**config.mk**
```make
export PLATFORM = sky130hd
export DESIGN_NAME = burst_requester_flat
export DESIGN_NICKNAME = d
export VERILOG_FILES = /design/src/rtl/burst_requester_if.sv /design/src/rtl/burst_requester.sv /design/src/flat_wrapper.sv
export SDC_FILE = /design/constraint.sdc
export NUM_CORES = 1
export LEC_CHECK = 0
export BUFFER_PORTS_ARGS = -buffer_cell sky130_fd_sc_hd__buf_2
export CAP_MARGIN = 10
export CELL_PAD_IN_SITES_DETAIL_PLACEMENT = 2
export CELL_PAD_IN_SITES_GLOBAL_PLACEMENT = 2
export CORE_MARGIN = 3
export CORE_UTILIZATION = 47
export DETAILED_ROUTE_END_ITERATION = 12
export GPL_TIMING_DRIVEN = 0
export PLACE_DENSITY_LB_ADDON = 0.1
export SYNTH_ARGS = -nofsm -noshare
export SYNTH_HDL_FRONTEND = slang
export SYNTH_SLANG_ARGS = --single-unit
```
**constraint.sdc**
```tcl
create_clock -name CLK -period 5.07 [get_ports CLK]
set_clock_uncertainty 0.2 [all_clocks]
set_input_delay 0.7605 -clock CLK [delete_from_list [all_inputs] [get_ports CLK]]
set_output_delay 0.7605 -clock CLK [all_outputs]
set_load 0.005 [all_outputs]
```
**src/rtl/burst_requester_if.sv**
```systemverilog
// Signal bundle shared by the client, the burst requester and the burst engine.
// The master view belongs to the requester. The slave view belongs to whatever drives
// the client and engine sides.
interface burst_requester_if;
    logic        CmdValid;
    logic        CmdReady;
    logic [19:0] CmdAddress;
    logic [3:0]  CmdLength;
    logic        WrValid;
    logic        WrReady;
    logic [15:0] WrData;
    logic        BurstCE;
    logic [19:0] BurstAddress;
    logic [15:0] BurstData;
    logic        BurstYield;
    logic        BurstDone;
    logic        Busy;
    logic        Overrun;

    modport master (
        input  CmdValid, CmdAddress, CmdLength, WrValid, WrData, BurstYield, BurstDone,
        output CmdReady, WrReady, BurstCE, BurstAddress, BurstData, Busy, Overrun
    );

    modport slave (
        output CmdValid, CmdAddress, CmdLength, WrValid, WrData, BurstYield, BurstDone,
        input  CmdReady, WrReady, BurstCE, BurstAddress, BurstData, Busy, Overrun
    );
endinterface

```
**src/rtl/burst_requester.sv**
```systemverilog
// Burst requester.
// The block queues client commands and write data. It launches a burst toward the burst
// engine once the data for the head command has been fully buffered.
//
// state  | meaning
// IDLE   | waiting for a queued command whose data is fully buffered
// LAUNCH | command popped, address/length latched, BurstCE rises next
// ACTIVE | BurstCE high, engine consumes words with BurstYield
// FLUSH  | engine quit early; drop the unconsumed words of this burst
// GAP    | one forced low cycle before returning to IDLE
module burst_requester #(
    parameter int CMD_DEPTH  = 4,
    parameter int DATA_DEPTH = 16
) (
    input  logic              CLK,
    input  logic              nReset,
    burst_requester_if.master bus
);
    localparam int CAW = $clog2(CMD_DEPTH);
    localparam int DAW = $clog2(DATA_DEPTH);
    localparam logic [CAW:0] CMD_FULL  = (CAW+1)'(CMD_DEPTH);
    localparam logic [DAW:0] DATA_FULL = (DAW+1)'(DATA_DEPTH);

    typedef enum logic [2:0] {IDLE, LAUNCH, ACTIVE, FLUSH, GAP} state_t;

    logic [19:0]    cmdAddrMem [CMD_DEPTH];
    logic [3:0]     cmdLenMem  [CMD_DEPTH];
    logic [CAW-1:0] cmdWrPtr, cmdRdPtr;
    logic [CAW:0]   cmdCount;

    logic [15:0]    dataMem [DATA_DEPTH];
    logic [DAW-1:0] dataWrPtr, dataRdPtr;
    logic [DAW:0]   dataCount;

    state_t      state;
    logic [3:0]  burstLen, wordCnt, wordNext;
    logic        burstCE;
    logic [19:0] burstAddr;
    logic        overrun;

    logic       cmdFull, dataFull, lenBad, launchOk, yieldOk;
    logic       cmdPush, cmdPop, dataPush, dataPop;
    logic [3:0] lenIn, headLen;

    // Handshake decode, the launch condition and the FIFO push/pop strobes
    always_comb begin
        lenBad   = (bus.CmdLength == 4'd0) || (bus.CmdLength > 4'd8);
        lenIn    = lenBad ? 4'd8 : bus.CmdLength;
        cmdFull  = (cmdCount == CMD_FULL);
        dataFull = (dataCount == DATA_FULL);
        headLen  = cmdLenMem[cmdRdPtr];
        cmdPush  = bus.CmdValid && !cmdFull;
        launchOk = (state == IDLE) && (cmdCount != '0) && (32'(dataCount) >= 32'(headLen));
        cmdPop   = launchOk;
        yieldOk  = (state == ACTIVE) && bus.BurstYield && (wordCnt != burstLen);
        dataPop  = yieldOk || (state == FLUSH);
        // A full data FIFO still takes a word when a pop frees a slot in the same cycle
        dataPush = bus.WrValid && (!dataFull || dataPop);
        wordNext = yieldOk ? wordCnt + 4'd1 : wordCnt;
    end

    assign bus.CmdReady     = !cmdFull;
    assign bus.WrReady      = !dataFull || dataPop;
    assign bus.BurstData    = (dataCount == '0) ? 16'h0000 : dataMem[dataRdPtr];
    assign bus.BurstCE      = burstCE;
    assign bus.BurstAddress = burstAddr;
    assign bus.Busy         = (state != IDLE);
    assign bus.Overrun      = overrun;

    // Command FIFO storage; contents are don't-care while the entry is not counted
    always_ff @(posedge CLK) begin
        if (cmdPush) begin
            cmdAddrMem[cmdWrPtr] <= bus.CmdAddress;
            cmdLenMem[cmdWrPtr]  <= lenIn;
        end
    end

    // Command FIFO pointers and occupancy
    always_ff @(posedge CLK) begin
        if (!nReset) begin
            cmdWrPtr <= '0;
            cmdRdPtr <= '0;
            cmdCount <= '0;
        end else begin
            if (cmdPush) cmdWrPtr <= cmdWrPtr + 1'b1;
            if (cmdPop)  cmdRdPtr <= cmdRdPtr + 1'b1;
            if (cmdPush && !cmdPop)      cmdCount <= cmdCount + 1'b1;
            else if (!cmdPush && cmdPop) cmdCount <= cmdCount - 1'b1;
        end
    end

    // Data FIFO storage
    always_ff @(posedge CLK) begin
        if (dataPush) dataMem[dataWrPtr] <= bus.WrData;
    end

    // Data FIFO pointers and occupancy
    always_ff @(posedge CLK) begin
        if (!nReset) begin
            dataWrPtr <= '0;
            dataRdPtr <= '0;
            dataCount <= '0;
        end else begin
            if (dataPush) dataWrPtr <= dataWrPtr + 1'b1;
            if (dataPop)  dataRdPtr <= dataRdPtr + 1'b1;
            if (dataPush && !dataPop)      dataCount <= dataCount + 1'b1;
            else if (!dataPush && dataPop) dataCount <= dataCount - 1'b1;
        end
    end

    // Burst sequencing FSM with registered BurstCE/BurstAddress and the sticky Overrun flag
    always_ff @(posedge CLK) begin
        if (!nReset) begin
            state     <= IDLE;
            burstCE   <= 1'b0;
            burstAddr <= '0;
            burstLen  <= '0;
            wordCnt   <= '0;
            overrun   <= 1'b0;
        end else begin
            if (cmdPush && lenBad) overrun <= 1'b1;
            if ((state != ACTIVE) && (bus.BurstYield || bus.BurstDone)) overrun <= 1'b1;

            case (state)
                IDLE: begin
                    if (launchOk) begin
                        state     <= LAUNCH;
                        burstAddr <= cmdAddrMem[cmdRdPtr];
                        burstLen  <= headLen;
                        wordCnt   <= '0;
                    end
                end
                LAUNCH: begin
                    state   <= ACTIVE;
                    burstCE <= 1'b1;
                end
                ACTIVE: begin
                    if (bus.BurstYield && !yieldOk) overrun <= 1'b1;
                    wordCnt <= wordNext;
                    // A yield in the same cycle as done counts first
                    if (bus.BurstDone) begin
                        burstCE <= 1'b0;
                        state   <= (wordNext < burstLen) ? FLUSH : GAP;
                    end
                end
                FLUSH: begin
                    wordCnt <= wordCnt + 4'd1;
                    if (wordCnt + 4'd1 == burstLen) state <= GAP;
                end
                GAP: begin
                    state <= IDLE;
                end
                default: begin
                    state   <= IDLE;
                    burstCE <= 1'b0;
                end
            endcase
        end
    end
endmodule

```
**src/flat_wrapper.sv**
```systemverilog
// flat-port wrapper written by rule: the top's interface ports become plain ports
module burst_requester_flat 
#(
    parameter int CMD_DEPTH  = 4,
    parameter int DATA_DEPTH = 16
)
  (CLK, nReset, bus_CmdValid, bus_CmdAddress, bus_CmdLength, bus_WrValid, bus_WrData, bus_BurstYield, bus_BurstDone, bus_CmdReady, bus_WrReady, bus_BurstCE, bus_BurstAddress, bus_BurstData, bus_Busy, bus_Overrun);
  burst_requester_if bus_i ();
  input  logic CLK;
  input  logic nReset;
  input wire logic [$bits(bus_i.CmdValid)-1:0] bus_CmdValid;
  input wire logic [$bits(bus_i.CmdAddress)-1:0] bus_CmdAddress;
  input wire logic [$bits(bus_i.CmdLength)-1:0] bus_CmdLength;
  input wire logic [$bits(bus_i.WrValid)-1:0] bus_WrValid;
  input wire logic [$bits(bus_i.WrData)-1:0] bus_WrData;
  input wire logic [$bits(bus_i.BurstYield)-1:0] bus_BurstYield;
  input wire logic [$bits(bus_i.BurstDone)-1:0] bus_BurstDone;
  output wire logic [$bits(bus_i.CmdReady)-1:0] bus_CmdReady;
  output wire logic [$bits(bus_i.WrReady)-1:0] bus_WrReady;
  output wire logic [$bits(bus_i.BurstCE)-1:0] bus_BurstCE;
  output wire logic [$bits(bus_i.BurstAddress)-1:0] bus_BurstAddress;
  output wire logic [$bits(bus_i.BurstData)-1:0] bus_BurstData;
  output wire logic [$bits(bus_i.Busy)-1:0] bus_Busy;
  output wire logic [$bits(bus_i.Overrun)-1:0] bus_Overrun;
  assign bus_i.CmdValid = bus_CmdValid;
  assign bus_i.CmdAddress = bus_CmdAddress;
  assign bus_i.CmdLength = bus_CmdLength;
  assign bus_i.WrValid = bus_WrValid;
  assign bus_i.WrData = bus_WrData;
  assign bus_i.BurstYield = bus_BurstYield;
  assign bus_i.BurstDone = bus_BurstDone;
  assign bus_CmdReady = bus_i.CmdReady;
  assign bus_WrReady = bus_i.WrReady;
  assign bus_BurstCE = bus_i.BurstCE;
  assign bus_BurstAddress = bus_i.BurstAddress;
  assign bus_BurstData = bus_i.BurstData;
  assign bus_Busy = bus_i.Busy;
  assign bus_Overrun = bus_i.Overrun;
  burst_requester #(.CMD_DEPTH(CMD_DEPTH), .DATA_DEPTH(DATA_DEPTH)) u_core (.CLK(CLK), .nReset(nReset), .bus(bus_i));
endmodule
```
==> flow_metrics.py, run 1 <==
metrics = {
    "logic_synthesis": {
        "synth_seq_area_share_pct": 73.0,
        "ys_warn_count": 0,
        "syn_inst": 863,
        "yosysUniqueCellTypes": 45,
        "avgSynthCellArea_um2": 18.7,
        "synth_area_leaders": "edfxtp_1 66%, mux4_2 15%, dfxtp_1 7.3%, ha_1 1.7%, nand2_1 1.5%",
        "synth_area_leader_cell": "edfxtp_1",
        "ys_ff_latch": 411,
        "synth_nets": 933,
        "netlist_area_mm2": 0.0161,
        "synth_top_area_share_pct": 65.7,
    },
    "critical_path": {
        "rrSetupSlack_ns": 0.85,
        "cp.required_ns": 4.11,
        "critical_path_class": "register to output port",
        "cp-end-kind": "output port",
        "startpoint_type": "register",
        "worstPathArrival_ns": 3.41,
        "cp_max_fo": 10,
    },
    "timing": {
        "max_freq_ghz": 0.229,
        "rsz0062_at_grt": "no",
        "tightest_slew_ns": 1.19,
        "fin_crit_sh_pct": 86.1,
        "slew_headroom_pct": 20.4,
        "post-route-min-period_ns": 4.37,
        "final_hold_viol_count": 0,
        "slew_viol_final": 0,
        "finalSetupViolations": 0,
        "final.setup.worst_slack_ns": 0.704,
        "fin_tns_setup_ns": 0,
    },
    "placed_design": {
        "dp_slack_ns": 0.904,
        "place_inst": 1420,
        "numPortBuffers": 86,
        "hpwl_um": 29900,
        "gp_congestion": 0.713,
    },
    "layout": {
        "instances_no_fill": 1500,
        "insertedDiodeCount": 0,
        "nets": 1088,
        "area_delta_synth_final_pct": 17.8,
        "drive_gt1_share_pct": 31.0,
    },
    "floorplanning": {
        "start_util_pct": 47.9,
        "die_w_um": 191,
        "dieArea_mm2": 0.0365,
        "die_h_um": 191,
        "ioPinCount": 87,
        "rows": 67,
        "core_area_mm2": 0.0336,
    },
    "clock_network": {
        "insertion_delay_ns": 0.56,
        "cts_setup_buffers": 0,
        "hold_buffers": 0,
        "clock_tree.root_cell": "clkbuf_16",
        "clk_pin_slew_worst_paths_ns": 0.06,
        "cts_buffers": 44,
        "cts_max_path_buffers": 3,
        "cts.sinks": 411,
        "cts_tree": "yes",
        "htreeDepth": 2,
        "cts_resized": 0,
    },
    "drt": {
        "drtPass1Iterations": 5,
        "ant_nets": 0,
        "drtIter0Drc": 646,
        "wl_per_cell_um": 29.1,
        "vias": 8594,
        "post-route-drc-count": 0,
        "wl_um": 43700,
        "vias_per_cell": 5.73,
    },
    "job": {
        "max-cap-violations": 0,
    },
    "worst_hold_path": {
        "hold_path_class": "primary input to register",
        "min_from": "bus_CmdAddress[3]",
    },
    "global_route": {
        "grt_start_max_net_pins": 17,
        "grt_pass1_vias": 9796,
        "grt_pass1_wl_um": 66200,
        "grt-ovfl-total": 0,
        "grt_usage_pct": 25.2,
        "antenna_found_initial": 2,
    },
    "pwr": {
        "powerDensity_mw_per_mm2": 473,
        "power_leakage_uw": 0.00630,
        "peakVddDrop_uv": 279,
    },
    "outcome": {
        "outcome": "finished, final reports clean",
    },
}
-- synthesized netlist by cell type (all sizes together) --
| cell type | instances |
|---|---|
| edfxtp | 352 |
| mux4 | 104 |
| nand2 | 64 |
| dfxtp | 59 |
| nor2 | 44 |
| a21oi | 41 |
| nor2b | 24 |
| ha | 22 |
| buf | 21 |
| clkbuf | 20 |
| inv | 19 |
| xor2 | 12 |
| xnor2 | 11 |
| nor3 | 8 |
| nand2b | 7 |
| o21ai | 7 |
| and3 | 6 |
| o21a | 5 |
| nand3 | 4 |
| nand4 | 4 |
| or3 | 4 |
| nor4 | 3 |
| o211ai | 3 |
| and2 | 2 |
| fa | 2 |
| mux2i | 2 |
| or2 | 2 |
| a211oi | 1 |
| a21o | 1 |
| a41oi | 1 |
| and4b | 1 |
| clkinv | 1 |
| mux2 | 1 |
| o2111ai | 1 |
| o31a | 1 |
| o31ai | 1 |
| o32ai | 1 |
| o41ai | 1 |
-- placed cells by master (no fill, tap or decap), types with 8 or more instances in the layout --
cell type and count:
xor2_1 12, inv_1 17, buf_2 99, buf_16 8, mux4_2 104, ha_1 22
clkinv_2 12, a21oi_1 41, nor2b_1 24, nor2_1 32, nor2_2 12, clkbuf_16 45
buf_8 8, dfxtp_1 59, clkbuf_1 26, nand2_1 64, edfxtp_1 352, xnor2_1 11
-- state kept, by name, indices dropped and copies added (netlist names), named ones only --
signal / flops
u_core.burstLen: 4
u_core.cmdCount: 3
u_core.cmdWrPtr: 2
u_core.bus.Overrun: 1
u_core.dataWrPtr: 4
u_core.bus.BurstAddress: 20
u_core.cmdAddrMem: 80
u_core.bus.BurstCE: 1
u_core.dataRdPtr: 4
u_core.state: 3
u_core.wordCnt: 4
u_core.dataMem: 256
u_core.cmdRdPtr: 2
u_core.dataCount: 5
u_core.cmdLenMem: 16
-- critical path: stages, from the launching register on --
cell and delay (ns):
dfxtp_1 0.32, clkbuf_1 0.44, clkbuf_1 0.84, mux4_2 0.42, mux4_2 0.46, nor2b_1 0.16, buf_2 0.20
-- through the flow --
stage	cell area (um^2)	hold WS [ns]	total power [uW]	utilization (%)
finish	19000	0.222	8970	56.4
CTS	19000	0.190	9090	56.4
detailed placement	17600	0.250	5910	52.2
global placement	17100	0.241	5750	50.8
floorplan	16100	0.253	5140	-
global route	19000	0.202	9390	56.4
-- cells by family after synthesis --
family | Yosys count | synth area share [%]
and+or+nand+nor | 173 | 5.04
adders and majority gates | 24 | 1.96
DFF | 411 | 73.0
muxes | 107 | 14.7
xor gates and xnor gates | 23 | 1.25
buffers and inverters | 61 | 1.64
AOI/OAI and AO/OA | 64 | 2.36
-- report_power, final --
group	switching [uW]	internal (uW)	total, uW
sequential	170	3950	4120
clock	1310	1830	3140
combinational	1010	706	1710
total	2480	6480	8970
-- final timing paths --
check | cells after the start | end
worst max-delay path | 6 | bus_BurstData[3]
worst min-delay path | 1 | u_core.cmdAddrMem[1][3]
worst max register to register | 15 | u_core.cmdCount[2]
worst min register to register | 2 | u_core.bus.BurstAddress[0]
-- layer usage --
metal / routed length (um) / track usage (%)
met5: 8 / 0
met3: 1600 / 3.56
met2: 23700 / 45.6
met1: 17000 / 31.2
met4: 1360 / 8.35
-- final cells by class --
class | count | area [um^2]
sequential | 411 | 11800
tap | 448 | 561
clock buffer | 58 | 1240
buffer | 41 | 189
timing repair buffer | 109 | 846
clock inverter | 22 | 171
multi-input combinational | 391 | 4130
inverter | 20 | 75.1
fill | 2849 | 14600
No activity file was read; power rests on OpenSTA's default activity.
==> run 2: changes to the inputs <==
--- a/config.mk
+++ b/config.mk
@@ -13,6 +13,7 @@
 export CORE_UTILIZATION = 47
 export DETAILED_ROUTE_END_ITERATION = 12
 export GPL_TIMING_DRIVEN = 0
+export MAX_ROUTING_LAYER = met4
 export PLACE_DENSITY_LB_ADDON = 0.1
 export SYNTH_ARGS = -nofsm -noshare
 export SYNTH_HDL_FRONTEND = slang
==> flow_metrics.py, run 2 (synthesis results as in run 1) <==
metrics = {
    "worst_hold_path": {
        "hold_depth": 1,
        "hold_path_class": "primary input to register",
    },
    "drt": {
        "ant_nets": 0,
        "wl_per_cell_um": 29.2,
        "wl_um": 43800,
        "vias_per_cell": 5.72,
        "drtPass1Iterations": 4,
        "post-route-drc-count": 0,
        "vias": 8584,
        "drtIter0Drc": 659,
    },
    "clock_network": {
        "cts_max_path_buffers": 3,
        "insertion_delay_ns": 0.56,
        "cts_resized": 0,
        "cts_tree": "yes",
        "clk_pin_slew_worst_paths_ns": 0.06,
        "htreeDepth": 2,
        "hold_buffers": 0,
        "cts.sinks": 411,
        "clock_tree.root_cell": "clkbuf_16",
        "cts_setup_buffers": 0,
        "cts_buffers": 44,
    },
    "floorplanning": {
        "dieArea_mm2": 0.0365,
        "die_h_um": 191,
        "die_w_um": 191,
        "start_util_pct": 47.9,
        "rows": 67,
        "ioPinCount": 87,
        "core_area_mm2": 0.0336,
    },
    "critical_path": {
        "worstPathArrival_ns": 3.42,
        "worst-r2r-cell-count": 15,
        "critical_path_class": "register to output port",
        "cp.required_ns": 4.11,
        "cp_max_fo": 10,
        "startpoint_type": "register",
        "cp-end-kind": "output port",
    },
    "placed_design": {
        "hpwl_um": 29900,
        "gp_congestion": 0.722,
        "place_inst": 1420,
        "dp_slack_ns": 0.904,
        "numPortBuffers": 86,
    },
    "timing": {
        "tightest_slew_ns": 1.19,
        "finalSetupViolations": 0,
        "fin_tns_setup_ns": 0,
        "rsz0062_at_grt": "no",
        "post-route-min-period_ns": 4.38,
        "slew_viol_final": 0,
        "final.setup.worst_slack_ns": 0.694,
        "max_freq_ghz": 0.229,
        "hold_ws_ns": 0.214,
        "final_hold_viol_count": 0,
        "fin_crit_sh_pct": 86.3,
        "slew_headroom_pct": 20.4,
    },
    "pwr": {
        "peakVddDrop_uv": 279,
        "powerDensity_mw_per_mm2": 473,
        "power_leakage_uw": 0.00630,
    },
    "layout": {
        "final_common_cell": "edfxtp_1",
        "fill_cells": 2848,
        "instances_no_fill": 1501,
        "largest_register_ffs": 256,
        "final_core_util_pct": 56.4,
        "area_delta_synth_final_pct": 17.9,
        "drive_gt1_share_pct": 31.0,
        "final_cell_mix": "352 x edfxtp_1, 104 x mux4_2, 99 x buf_2",
        "top_register": "u_core.dataMem",
        "nets": 1088,
    },
    "outcome": {
        "outcome": "finished, final reports clean",
    },
    "global_route": {
        "grt_start_max_net_pins": 17,
        "grt_usage_pct": 25.9,
        "grt-ovfl-total": 0,
        "grt_pass1_vias": 9760,
        "antenna_found_initial": 2,
        "grt_pass1_wl_um": 66100,
    },
    "job": {
        "max-cap-violations": 0,
    },
}
==> run 2: power breakdown <==
part	switching (uW)	leakage (uW)	internal (uW)
sequential	169	0.00367	3950
clock	1310	0.000701	1830
combinational	1010	0.00192	706
==> run 2: through the flow <==
| stage | power [uW] | area (um^2) |
|---|---|---|
| 6_report | 8970 | 19000 |
| 5_1_grt | 9390 | 19000 |
| 4_1_cts | 9090 | 19000 |
| 3_5_place_dp | 5910 | 17600 |
| 3_3_place_gp | 5750 | 17100 |
| 2_1_floorplan | 5140 | 16100 |
==> run 2: worst paths after layout <==
| kind | startpoint | to | slack (ns) |
|---|---|---|---|
| worst max-delay path | register | bus_BurstData[2] | 0.69 |
| worst min register to register | u_core.bus.BurstAddress[0] | u_core.bus.BurstAddress[0] | 0.27 |
| worst max register to register | register | u_core.cmdCount[2] | 0.86 |
| worst min-delay path | bus_CmdAddress[17] | u_core.cmdAddrMem[0][17] | 0.21 |
==> run 2: per-layer routing <==
layer | vias up | part of all wire (%) | track usage (%)
met1 | 4543 | 39 | 31.3
li1 | 3714 | - | -
met4 | 0 | 2.9 | 8.35
met3 | 76 | 3.8 | 3.50
met5 | - | 0 | -
met2 | 251 | 54 | 45.6
==> run 2: final cells by class <==
class | count | area (um^2) | share of cell area (%)
plain buffers | 41 | 189 | 0.996
clock buffers | 58 | 1240 | 6.56
clock inverters | 22 | 171 | 0.904
multi-input cells | 391 | 4130 | 21.8
diodes | 1 | 2.50 | 0.0132
inverters | 20 | 75.1 | 0.396
flip-flops and latches | 411 | 11800 | 61.9
well taps | 448 | 561 | 2.95
repair buffers | 109 | 846 | 4.46
==> run 2: worst max-delay path, cell delays in order, from the launching register on <==
cell and delay, ns:
dfxtp_1 0.32, clkbuf_1 0.45, clkbuf_1 0.84, mux4_2 0.42, mux4_2 0.47, nor2b_1 0.16, buf_2 0.19
